==> src/rtl/dmem_arbiter.sv <==
// Round-robin arbiter sharing one word-addressed data memory between the core
// load/store path (requester 0) and a debug/loader port (requester 1).
// Bursts are bounded by MAX_BURST while the other side waits; read data is registered.
module dmem_arbiter #(
   parameter int unsigned AW        = 9,
   parameter int unsigned DW        = 32,
   parameter int unsigned MAX_BURST = 4
) (
   input  logic          clk,
   input  logic          rst,
   input  logic          req0_valid,
   input  logic          req0_we,
   input  logic [AW-1:0] req0_addr,
   input  logic [DW-1:0] req0_wdata,
   output logic          req0_ready,
   output logic          req0_rvalid,
   output logic [DW-1:0] req0_rdata,
   input  logic          req1_valid,
   input  logic          req1_we,
   input  logic [AW-1:0] req1_addr,
   input  logic [DW-1:0] req1_wdata,
   output logic          req1_ready,
   output logic          req1_rvalid,
   output logic [DW-1:0] req1_rdata,
   output logic          core_stall,
   output logic          mem_we,
   output logic [AW-1:0] mem_addr,
   output logic [DW-1:0] mem_wdata,
   input  logic [DW-1:0] mem_rdata,
   output logic [15:0]   conflict_cnt
);

   typedef enum logic [1:0] {StIdle, StOwn0, StOwn1} state_e;

   state_e        state_q;
   logic          last_owner_q;
   logic [3:0]    burst_q;
   logic [15:0]   conflict_q;
   logic          rvalid0_q, rvalid1_q;
   logic [DW-1:0] rdata0_q, rdata1_q;

   logic          gnt_vld;
   logic          gnt_sel;
   state_e        gnt_state;
   logic          burst_done;

   assign burst_done = (burst_q >= 4'(MAX_BURST));
   assign gnt_state  = gnt_sel ? StOwn1 : StOwn0;

   // Grant decision from registered state and the valids only; nothing granted in reset.
   always_comb begin
      gnt_vld = 1'b0;
      gnt_sel = 1'b0;
      if (!rst) begin
         unique case (state_q)
            StOwn0: begin
               if (req0_valid && !burst_done) begin
                  gnt_vld = 1'b1;
               end else if (req1_valid) begin
                  gnt_vld = 1'b1;
                  gnt_sel = 1'b1;
               end else if (req0_valid) begin
                  gnt_vld = 1'b1;
               end
            end
            StOwn1: begin
               if (req1_valid && !burst_done) begin
                  gnt_vld = 1'b1;
                  gnt_sel = 1'b1;
               end else if (req0_valid) begin
                  gnt_vld = 1'b1;
               end else if (req1_valid) begin
                  gnt_vld = 1'b1;
                  gnt_sel = 1'b1;
               end
            end
            default: begin
               if (req0_valid && req1_valid) begin
                  gnt_vld = 1'b1;
                  gnt_sel = ~last_owner_q;
               end else if (req0_valid || req1_valid) begin
                  gnt_vld = 1'b1;
                  gnt_sel = req1_valid;
               end
            end
         endcase
      end
   end

   // Memory port mux; idle port is driven to zero.
   always_comb begin
      mem_we    = 1'b0;
      mem_addr  = '0;
      mem_wdata = '0;
      if (gnt_vld) begin
         mem_we    = gnt_sel ? req1_we    : req0_we;
         mem_addr  = gnt_sel ? req1_addr  : req0_addr;
         mem_wdata = gnt_sel ? req1_wdata : req0_wdata;
      end
   end

   assign req0_ready   = gnt_vld & ~gnt_sel;
   assign req1_ready   = gnt_vld & gnt_sel;
   assign core_stall   = req0_valid & ~req0_ready;
   // A reset in the cycle after a read swallows that read's pulse.
   assign req0_rvalid  = rvalid0_q & ~rst;
   assign req1_rvalid  = rvalid1_q & ~rst;
   assign req0_rdata   = rdata0_q;
   assign req1_rdata   = rdata1_q;
   assign conflict_cnt = conflict_q;

   // Owner FSM, burst counter, conflict counter and registered read returns.
   always_ff @(posedge clk) begin
      if (rst) begin
         state_q      <= StIdle;
         last_owner_q <= 1'b1;
         burst_q      <= '0;
         conflict_q   <= '0;
         rvalid0_q    <= 1'b0;
         rvalid1_q    <= 1'b0;
         rdata0_q     <= '0;
         rdata1_q     <= '0;
      end else begin
         if (req0_valid && req1_valid && (conflict_q != 16'hFFFF)) begin
            conflict_q <= conflict_q + 16'd1;
         end
         rvalid0_q <= 1'b0;
         rvalid1_q <= 1'b0;
         if (gnt_vld) begin
            state_q      <= gnt_state;
            last_owner_q <= gnt_sel;
            if ((state_q == gnt_state) && !burst_done) begin
               burst_q <= burst_q + 4'd1;
            end else begin
               burst_q <= 4'd1;
            end
            if (!mem_we) begin
               if (gnt_sel) begin
                  rvalid1_q <= 1'b1;
                  rdata1_q  <= mem_rdata;
               end else begin
                  rvalid0_q <= 1'b1;
                  rdata0_q  <= mem_rdata;
               end
            end
         end else begin
            state_q <= StIdle;
            burst_q <= '0;
         end
      end
   end

endmodule
==> config.mk <==
export PLATFORM = sky130hd
export DESIGN_NAME = dmem_arbiter
export DESIGN_NICKNAME = d
export VERILOG_FILES = /design/src/rtl/dmem_arbiter.sv
export SDC_FILE = /design/constraint.sdc
export NUM_CORES = 1
export LEC_CHECK = 0
export ABC_AREA = 1
export CAP_MARGIN = 20
export CELL_PAD_IN_SITES_DETAIL_PLACEMENT = 1
export CELL_PAD_IN_SITES_GLOBAL_PLACEMENT = 1
export CORE_UTILIZATION = 27
export DETAILED_ROUTE_END_ITERATION = 12
export HOLD_SLACK_MARGIN = 0.05
export MAX_ROUTING_LAYER = met4
export PLACE_DENSITY_LB_ADDON = 0.1
export SYNTH_ARGS = -nofsm -noshare
export SYNTH_HDL_FRONTEND = slang
export SYNTH_SLANG_ARGS = --single-unit
export TNS_END_PERCENT = 100
==> constraint.sdc <==
create_clock -name clk -period 4.1 [get_ports clk]
set_input_delay 0.82 -clock clk [delete_from_list [all_inputs] [get_ports clk]]
set_output_delay 0.82 -clock clk [all_outputs]
set_load 0.01 [all_outputs]
==> impl_metrics.ini <==
[run_status]
status = finished, violations left
violations = DRC

[clock_network]
cts-resized-gates = 0
cts_made_buffers = 9
post_cts_buffers = 0
cts.clk_slew.worst_paths_ns = 0.07
cts_hold_buffers = 0
worstSkewPairLatency_ns = 0.34
cts.sinks = 89
cts_buffer_depth = 2
cts_tree = built
cts.htree.levels = 3
cts_root_buf = clkbuf_16

[timing]
hold_viol = 0
max_freq_ghz = 0.265
period_share = 0.919
slew-limit-headroom = 0.530
worst_slew_pin_slew_ns = 0.706
period_minus_slack_ns = 3.77
finClkSkew_ns = 0.0143
rsz0062_at_grt = no
fin_tns_setup_ns = 0
setup_violations = 0
slew_viol_final = 0

[placement]
dpl.cell_count = 1017
port_buffers = 246
hpwl_um = 11900
gp_congestion = 0.751
placed_cell_area_um2 = 6670

[detailed_routing]
wl_per_cell_um = 15.3
routed_wl_um = 15800
drt-vias-per-instance = 4.64
drt-pass1-iter-count = 8
first_iter_violations = 194
ant_nets = 0
dr_total_vias = 4796
drc = 11

[critical_path]
worstSetupEndpointType = output port
cp-endpoint = mem_we
r2r-start = state_q[0]$_SDFF_PP0_
cp_data_arrival_time_ns = 2.95
r2r_setup_slack_ns = 2.00
critPathKind = primary input to output port
critPathLaunch = req0_valid
cp.required_ns = 3.28
setup.worst_path.start_class = primary input
r2r-end = req0_rdata[0]$_SDFFE_PP0P_
worst_r2r_path_depth = 10
crit_fanout = 43

[floorplanning]
dieArea_um2 = 15800
initial_core_util = 0.280
num_rows = 44
core_area_um2 = 14700
die_height_um = 126
die_x_um = 126
io_pins = 247

[synth]
synth-seq-cells = 89
yosys.area_share.adder = 0.0121
syn_area_per_cell_um2 = 6.71
synth-simple-area-share = 0.357
synth_largest_area_cell = dfxtp_1
syn_area_um2 = 4120
synth-compound-area-share = 0.103
ys_warn_count = 0
synthTopCellsByArea = dfxtp_1, nand2_1, o21ai_0
synth_top_area_frac = 0.432
syn_nets = 738
syn_inst = 614
synth_top_family_by_area = simple AND/OR/NAND/NOR gates
synthMuxAreaShare = 0
yosysUniqueCellTypes = 28
yosysSeqAreaShare = 0.432
synth_xor_area_frac = 0.0213

[hold_path]
worstHoldPathType = flop to flop

[final_layout]
register_area_um2 = 1780
finalInstanceArea_um2 = 7010
num_antenna_cells = 0
num-fill-cells = 1826
layout-drive-gt1-share = 0.0424
synthToLayoutAreaGrowth_pct = 70.1
instances_no_fill = 1033
final_util = 0.477
final_nets = 968
multi_input_area_um2 = 2040

[pwr]
leakage_nw = 2.75
ir_drop_mv = 0.196
powerDensity_nw_per_um2 = 396
totalPowerFinal_mw = 2.78

[global_route]
antenna_found_initial = 0
first_global_vias = 5152
grt_usage = 0.208
grt_pass1_wl_um = 25400
grt_max_degree = 67
grt-ovfl-total = 0

[flow_run]
cap_violations = 0
## worst min path at each step
stage                                      startpoint                     endpoint  slack [ns]  cells after the start
after global routing      req0_rdata[12]$_SDFFE_PP0P_  req0_rdata[12]$_SDFFE_PP0P_        0.50                      2
after detailed placement  req0_rdata[14]$_SDFFE_PP0P_  req0_rdata[14]$_SDFFE_PP0P_        0.47                      2
after global placement    req0_rdata[25]$_SDFFE_PP0P_  req0_rdata[25]$_SDFFE_PP0P_        0.46                      2
after floorplan             last_owner_q$_SDFFE_PP1P_    last_owner_q$_SDFFE_PP1P_        0.46                      2
final                     req0_rdata[14]$_SDFFE_PP0P_  req0_rdata[14]$_SDFFE_PP0P_        0.48                      2
after CTS                 req1_rdata[24]$_SDFFE_PP0P_  req1_rdata[24]$_SDFFE_PP0P_        0.48                      2
## logic make-up after synthesis
group | count (synthesis)
adder cells (fa/ha/maj) | 4
other | 1
AO/OA/AOI/OAI | 83
flip-flops | 89
AND/OR/NAND/NOR | 370
buffers and inverters | 57
XOR/XNOR | 10
## cell type report
| cell class | count | area share |
|---|---|---|
| tap | 184 | 0.0329 |
| clock inverter | 7 | 0.0161 |
| sequential | 89 | 0.254 |
| clock buffer | 9 | 0.0321 |
| multi-input combinational | 468 | 0.292 |
| inverter | 23 | 0.0123 |
| timing repair buffer | 253 | 0.361 |
## power breakdown
| part | total, mW | internal (mW) | switching [mW] |
|---|---|---|---|
| clock network | 0.928 | 0.549 | 0.378 |
| registers | 0.997 | 0.950 | 0.0475 |
| logic | 0.851 | 0.453 | 0.398 |
| total | 2.78 | 1.95 | 0.824 |
## cells in the final DEF (no fill, tap or decap), types with 7 or more instances in the layout
cell,netlist,routed
nand2_1,317,317
clkdlybuf4s50_1,0,246
dfxtp_1,89,89
o21ai_0,35,35
o21ai_1,32,32
nor2_1,22,22
inv_1,19,19
a21oi_1,14,14
nand3_1,9,9
clkbuf_16,0,9
xor2_1,7,7
## metrics by stage
step	setup WS, ns	hold slack, ns
after global placement	0.395	0.458
final	0.331	0.475
after floorplan	1.49	0.459
after detailed placement	0.294	0.470
after CTS	0.269	0.481
after global routing	0.152	0.500
## registers in the layout, summed over array words and instances, names as in the netlist
signal and flops:
req0_rdata 32, rvalid1_q 1, conflict_cnt 16, req1_rdata 32, last_owner_q 1, rvalid0_q 1, state_q 2, burst_q 4
## synth_stat cells, drive strengths merged
master	count
xnor2	3
nand3b	2
ha	4
dfxtp	89
inv	22
buf	23
conb	1
nand3	10
o21ai	67
xor2	7
a21oi	15
o21bai	1
nor3	7
nand4	6
clkinv	1
clkbuf	11
nor2	26
nand2	319
## layer usage
layer | track usage | vias up | wire length (um)
met4 | 0.0610 | 0 | 303
met2 | 0.371 | 159 | 7910
li1 | - | 2382 | -
met5 | - | - | 0
met1 | 0.218 | 2234 | 6380
met3 | 0.0676 | 21 | 1180
## worst max-delay path, cell delays in order
cell,delay (ns)
clkdlybuf4s50_1,0.51
nand2_1,0.11
nand2_1,0.07
a21oi_2,0.23
nand2_4,0.12
clkinv_1,0.09
buf_12,0.20
nor2_1,0.06
nor3_1,0.14
clkdlybuf4s50_1,0.59
(Power assumes the default switching activity.)
